<file path="src/rtl/uart_tx_sched.sv">
// rtl/uart_tx_sched.sv - round-robin scheduler sharing one UART transmitter among four requesters
module uart_tx_sched #(
  parameter int BPS_DIV       = 5208,
  parameter int GAP_TICKS     = 2,
  parameter int TIMEOUT_TICKS = 12
) (
  input  logic        clk,
  input  logic        rst_n,
  input  logic [3:0]  req_valid,
  input  logic [31:0] req_data,
  output logic [3:0]  req_ready,
  output logic [7:0]  tx_data,
  output logic        tx_en,
  output logic        clk_bps,
  input  logic        tx_done,
  output logic        busy,
  output logic [1:0]  grant_id,
  output logic        tx_err
);

  localparam int DW = $clog2(BPS_DIV);
  localparam int TW = $clog2(TIMEOUT_TICKS + 1);
  localparam logic [DW-1:0] DIV_LAST = DW'(BPS_DIV - 1);
  localparam logic [TW-1:0] TO_LAST  = TW'(TIMEOUT_TICKS - 1);
  localparam logic [TW-1:0] GAP_LAST = TW'(GAP_TICKS - 1);

  typedef enum logic [1:0] {IDLE, LOAD, SEND, GAP} state_t;

  state_t        state;
  logic [DW-1:0] div;
  logic [TW-1:0] ticks;
  logic [DW-1:0] div_nxt;
  logic [1:0]    sel;
  logic [1:0]    idx;
  logic          found;

  assign div_nxt = (div == DIV_LAST) ? '0 : div + 1'b1;

  // Rotating priority: search upward from the requester after the last grant.
  always_comb begin
    sel   = grant_id;
    idx   = '0;
    found = 1'b0;
    for (int k = 1; k <= 4; k++) begin
      idx = grant_id + 2'(k);
      if (!found && req_valid[idx]) begin
        sel   = idx;
        found = 1'b1;
      end
    end
  end

  always_ff @(posedge clk or negedge rst_n) begin
    if (!rst_n) begin
      state     <= IDLE;
      req_ready <= '0;
      tx_data   <= 8'h00;
      tx_en     <= 1'b0;
      clk_bps   <= 1'b0;
      busy      <= 1'b0;
      grant_id  <= 2'd3;
      tx_err    <= 1'b0;
      div       <= '0;
      ticks     <= '0;
    end else begin
      req_ready <= '0;
      tx_err    <= 1'b0;
      case (state)
        IDLE: begin
          if (found) begin
            req_ready <= 4'(1) << sel;
            tx_data   <= req_data[{sel, 3'b000} +: 8];
            grant_id  <= sel;
            busy      <= 1'b1;
            state     <= LOAD;
          end
        end
        LOAD: begin
          div     <= '0;
          ticks   <= '0;
          clk_bps <= 1'b0;
          tx_en   <= 1'b1;
          state   <= SEND;
        end
        SEND: begin
          // tx_done takes precedence over a coincident timeout tick.
          if (tx_done || (clk_bps && ticks == TO_LAST)) begin
            tx_err  <= !tx_done;
            tx_en   <= 1'b0;
            div     <= '0;
            ticks   <= '0;
            clk_bps <= 1'b0;
            state   <= GAP;
          end else begin
            div     <= div_nxt;
            clk_bps <= (div_nxt == DIV_LAST);
            if (clk_bps) ticks <= ticks + 1'b1;
          end
        end
        GAP: begin
          if (clk_bps && ticks == GAP_LAST) begin
            busy    <= 1'b0;
            div     <= '0;
            ticks   <= '0;
            clk_bps <= 1'b0;
            state   <= IDLE;
          end else begin
            div     <= div_nxt;
            clk_bps <= (div_nxt == DIV_LAST);
            if (clk_bps) ticks <= ticks + 1'b1;
          end
        end
        default: state <= IDLE;
      endcase
    end
  end

endmodule
</file>
<file path="config.mk">
export PLATFORM = sky130hd
export DESIGN_NAME = uart_tx_sched
export DESIGN_NICKNAME = d
export VERILOG_FILES = /design/src/rtl/uart_tx_sched.sv
export SDC_FILE = /design/constraint.sdc
export NUM_CORES = 1
export LEC_CHECK = 0
export BUFFER_PORTS_ARGS = -buffer_cell sky130_fd_sc_hd__buf_2
export CAP_MARGIN = 10
export CELL_PAD_IN_SITES_DETAIL_PLACEMENT = 0
export CELL_PAD_IN_SITES_GLOBAL_PLACEMENT = 1
export CORE_MARGIN = 2
export CORE_UTILIZATION = 40
export CTS_CLUSTER_DIAMETER = 50
export CTS_CLUSTER_SIZE = 16
export DETAILED_ROUTE_END_ITERATION = 12
export PLACE_DENSITY = 0.91
export REMOVE_ABC_BUFFERS = 1
export SYNTH_ARGS = -nofsm -noshare
export SYNTH_HDL_FRONTEND = slang
export SYNTH_SLANG_ARGS = --single-unit
</file>
<file path="constraint.sdc">
create_clock -name clk -period 2.3 [get_ports clk]
set_input_delay 0.115 -clock clk [delete_from_list [all_inputs] [get_ports clk]]
set_output_delay 0.115 -clock clk [all_outputs]
set_load 0.005 [all_outputs]
</file>
-- Word-level counts from Yosys, hierarchy flattened
Index checks and enable logic that the tools add are counted.
- bits in latches: 0
- RAM bits: 0
- logic and storage cells: 89
- ROM bits: 0
- register bits: 37
- memories kept: 0
- add/sub/neg operators: 5
- order comparisons: 4
- equality and inequality tests: 10
- multiply operators: 0
- reductions and logical operators: 18
- muxes and demuxes: 40
- divide/modulo/power cells: 0
- shift operators: 2
- bitwise gates (word level): 0
- operator list (operator ; count):
    $mux W13 ; 3
    $pmux W13 S3 ; 1
    $shiftx A32 B6 Y8 ; 1
    $eq A13 B13 Y1 const B ; 2
    $mux W4 ; 5
    $mux W1 ; 15
    $mux W2 ; 7
    $add A13 B1 Y13 const B ; 1
    $lt A2 B3 Y1 const B ; 4
    $pmux W4 S3 ; 1
    $bmux W1 S2 ; 4
    $pmux W2 S4 ; 1
    $ne A2 B2 Y1 const B ; 3
    $reduce_and A3 Y1 ; 2
    $logic_and A1 B1 Y1 ; 5
    $add A2 B2 Y2 const B ; 2
    $add A4 B1 Y4 const B ; 1
    $eq A2 B2 Y1 const B ; 2
    $eq A4 B1 Y1 const B ; 1
    $eq A4 B4 Y1 const B ; 1
    $logic_not A1 Y1 ; 4
    $pmux W1 S2 ; 2
    $reduce_and A2 Y1 ; 2
    $reduce_bool A2 Y1 ; 2
    7 further kinds ; 7

-- Logic depth before layout (Yosys ltp)
- word-level depth: 16
- gate-level depth with buffers: 8
- depth with buffers taken out: 7

-- Worst setup path after synthesis
OpenSTA, ideal clock, no wires.
- path kind: flip-flop to flip-flop
- from: register div[0]
- to: register div[11]
- cell stages (with the launch flop): 8
- arrival time: 1.873 ns
- path slack: 0.353 ns
- buffers on the path: 1
- clock period less this slack: 1.947 ns
- cell sequence: dfrtp_1 -> ha_1 -> and4b_1 -> and4bb_1 -> buf_6 -> or3_4 -> or3_1 -> o21ai_2
- longest elaborated chain between the ends: 4
- elaborated cells between the ends (all ways): 6
- those cells by class: add/sub (1); eq/ne (1); mux (4)
- ends and longest elaborated chain (element ; RTL line ; RTL):
    start: declaration ; 30 ; logic [DW-1:0] div;
    start signal: assignment ; 95 ; div <= div_nxt;
    start signal: assignment ; 108 ; div <= div_nxt;
    $add A13 B1 Y13 or $eq A13 B13 Y1 (tied branches) ; 37 ; assign div_nxt = (div == DIV_LAST) ? '0 : div + 1'b1;
    $mux W13 (*) ; 37 ;
    $mux W13, on equally long branches ; 101, 87 ;
    $pmux W13 S3 (*) ; 68 ; case (state)
Every way passes the cells marked *; elsewhere a longest branch is shown, timed or not.
A chain may end at the register's enable or synchronous reset.

-- Worst setup path in the final report
- from: register div[1]
- to: register clk_bps
- longest elaborated chain between the ends: 5
- elaborated cells between the ends (all ways): 7
- those cells by class: add/sub (1); eq/ne (2); mux (4)
- ends and longest elaborated chain (element ; RTL line ; RTL):
    $add A13 B1 Y13 or $eq A13 B13 Y1 (tied branches) ; 37 ;
    $mux W13 (*) ; 37 ;
    $eq A13 B13 Y1 (*) ; 96, 109 ;
    $mux W1, on equally long branches ; 101, 87 ;
    $pmux W1 S3 (*) ; 68 ;
    end signal: assignment ; 96 ; clk_bps <= (div_nxt == DIV_LAST);
    end signal: assignment ; 109 ; clk_bps <= (div_nxt == DIV_LAST);
    end: declaration ; 14 ; output logic clk_bps,
Marked as above.

==> flow_summary.toml <==
[timing]
hold_viol = 0
min_period_ns = 2.110
worstMarginPinSlew_ns = 0.8536
rsz0062_at_grt = "false"
slew_headroom = 0.4309
finClkSkew_ns = 0.01411
slew_violations = 0
fin_tns_setup_ns = 0
fin_crit_sh = 0.9172
setup_viol = 0
max_freq_mhz = 474.0

[placed_design]
place.gp.congestion = 0.9381
detailed_place_hpwl_um = 4170
dp_cells = 373
port_buffers = 56

[floorplanning]
initial_core_util = 0.4189
io_pins = 57
die_area_mm2 = 0.006428
rows = 27
design.core.area_mm2 = 0.005540
die_w_um = 80.18
die_h_um = 80.18

[clock_tree]
cts_tree = "yes"
path_clk_slew_ns = 0.08
cts_buffer_depth = 2
ctsHtreeMaxLevel = 2
cts_resized = 0
post-cts-setup-buffers = 0
numCtsBuffers = 5
cts_root_buf = "clkbuf_8"
clk-insertion-delay-late_ns = 0.29
cts_sinks = 37

[yosys]
synth_edf_count = 0
synth_top_area_cell = "dfrtp_1"
synth_top_area_frac = 0.3774
syn-mean-instance-area_um2 = 9.247
ys_seq_area_frac = 0.4000
synth_area_leaders = "dfrtp_1 (38%), a211oi_1 (5.2%), ha_1 (4.3%)"
yosysWarnings = 0
ys.flop_type = "dfrtp_1"
syn_area_mm2 = 0.002321
synthCells = 251
async_flop_share = 1.000
ys_ff_latch = 37
yosysUniqueCellTypes = 56

[outcome]
status = "finished, final reports clean"

[layout]
final_cells = 382
mostFrequentLayoutCell = "buf_2"
multi_input_area_mm2 = 0.001270
antenna_cells = 0
layout_common_cells = "buf_2 (56), dfrtp_1 (35), nand2_1 (23), nor2_1 (19), o21ai_0 (19)"
drive_gt1_frac = 0.2742
seq_area_um2 = 928.4
nFillCells = 530
layout.nets = 356
syn_to_final_growth_pct = 20.32

[routing]
ant_nets = 0
drt_first_pass_iters = 4
wl_um = 5695
route.detailed.drc = 0
drt-initial-drc-count = 83
vias_per_cell = 5.539
wl_per_cell_um = 14.91
vias = 2116

[setup_path]
ff2ff_path_depth = 6
reg2reg_from = "div[1]"
startpoint = "div[1]"
ff2ff_setup_slack_ns = 0.19
slowest_stage = "dfrtp_1"
path_max_fanout = 9
crit_path_end_kind = "flip-flop"
cp.arrival_ns = 2.31
reg2reg_to = "clk_bps"
critical_path_buf_inv_count = 0
crit_family = "simple AND/OR/NAND/NOR gates"
crit_cells = 6
start_kind = "flip-flop"
crit_end = "clk_bps"
required_ns = 2.50
path_class = "reg2reg"
critical-path-max-stage-delay_ns = 0.42
worstPathCellList = "ha_1, and4b_1, and4bb_1, nor3_4, nand2_1, o41ai_2"

[hold_path]
hp-class = "in2reg"

[global_route]
grt_pass1_vias = 1948
grt_usage = 0.1829
grt_pass1_wl_um = 9246
antenna_found_initial = 0
grt_max_degree = 38
grt_overflow = 0

[power]
total_power_mw = 2.853
power.leakage_nw = 1.288
ir_drop_v = 0.0005836
p_per_area_mw_per_mm2 = 1022

[flow_run]
cap_violations = 0
## power breakdown
| part | internal [mW] | switching (mW) |
|---|---|---|
| Sequential | 0.822 | 0.110 |
| Clock | 0.354 | 0.233 |
| Combinational | 0.564 | 0.771 |
## worst min-delay path by stage
stage | endpoint | slack, ns | from | cells after the start
2_1_floorplan | busy | -0.18 | rst_n | 0
4_1_cts | tx_en | 0.14 | tx_done | 3
3_3_place_gp | ticks[0] | 0.26 | rst_n | 1
5_1_grt | tx_err | 0.16 | tx_done | 3
3_5_place_dp | ticks[2] | 0.27 | rst_n | 1
6_report | tx_en | 0.13 | tx_done | 3
## per-stage QoR
step                worst slack [ns]  cell area, um^2  hold slack (ns)  utilization
floorplan                     0.2428             2236          -0.1806            -
global placement              0.2495             2666           0.2582       0.4813
detailed placement            0.1642             2666           0.2701       0.4813
CTS                           0.1586             2793           0.1389       0.5041
global route                 0.01396             2793           0.1645       0.5041
finish                        0.1905             2793           0.1334       0.5041
## repair_timing
action	CTS	global route
setup endpoints to repair	0	1
hold buffers	1	0
hold endpoints to repair	35	0
## cell type report
class,instances,area share
Clock inverter,1,0.01075
Timing Repair Buffer,65,0.1254
Tap cell,72,0.03226
Clock buffer,7,0.03091
Sequential cell,37,0.3324
Inverter,10,0.01344
Multi-Input combinational cell,190,0.4547
## synthesized netlist by cell type, types with 3 or more instances
master and number:
or3_1 4, and3_1 3, xnor2_1 3, nor3_1 9, a21oi_1 11, nand3_1 8, o21ai_0 19, nand2_1 23
nor4b_1 10, clkbuf_1 4, nor2b_1 5, nor2_1 19, nand2b_1 5, buf_2 5, buf_4 3, a211oi_1 16
mux2i_1 8, dfrtp_1 35, ha_1 8, inv_1 9
## worst reg2reg max path: stages (launching register included)
cell,delay [ns]
dfrtp_1,0.42
ha_1,0.21
and4b_1,0.19
and4bb_1,0.30
nor3_4,0.41
nand2_1,0.14
o41ai_2,0.34
## sequential cells by signal, indices dropped and copies added, names as in the netlist
signal and flops:
div 13, tx_data 8, req_ready 4, ticks 4, grant_id 2, state 2, busy 1, clk_bps 1
tx_en 1, tx_err 1
## cell families (layout without fill, tap and decap cells)
logic type	after synthesis	count (layout)	share of synthesized area
flops	37	37	0.4000
mux	9	9	0.03935
simple gates	103	103	0.2577
fa+ha+maj	8	8	0.04313
compound gates	66	66	0.1919
xor+xnor	4	4	0.01510
buf+inv	24	83	0.05282
## per-layer routing
layer / track usage / wire length (um) / vias to the layer above
met3: 0.03596 / 199 / 7
met4: 0.06780 / 71 / 0
met5: 0 / 0 / -
li1: - / - / 1042
met1: 0.2525 / 2687 / 1017
met2: 0.2833 / 2737 / 50
Power figures use the tool's default switching activity.
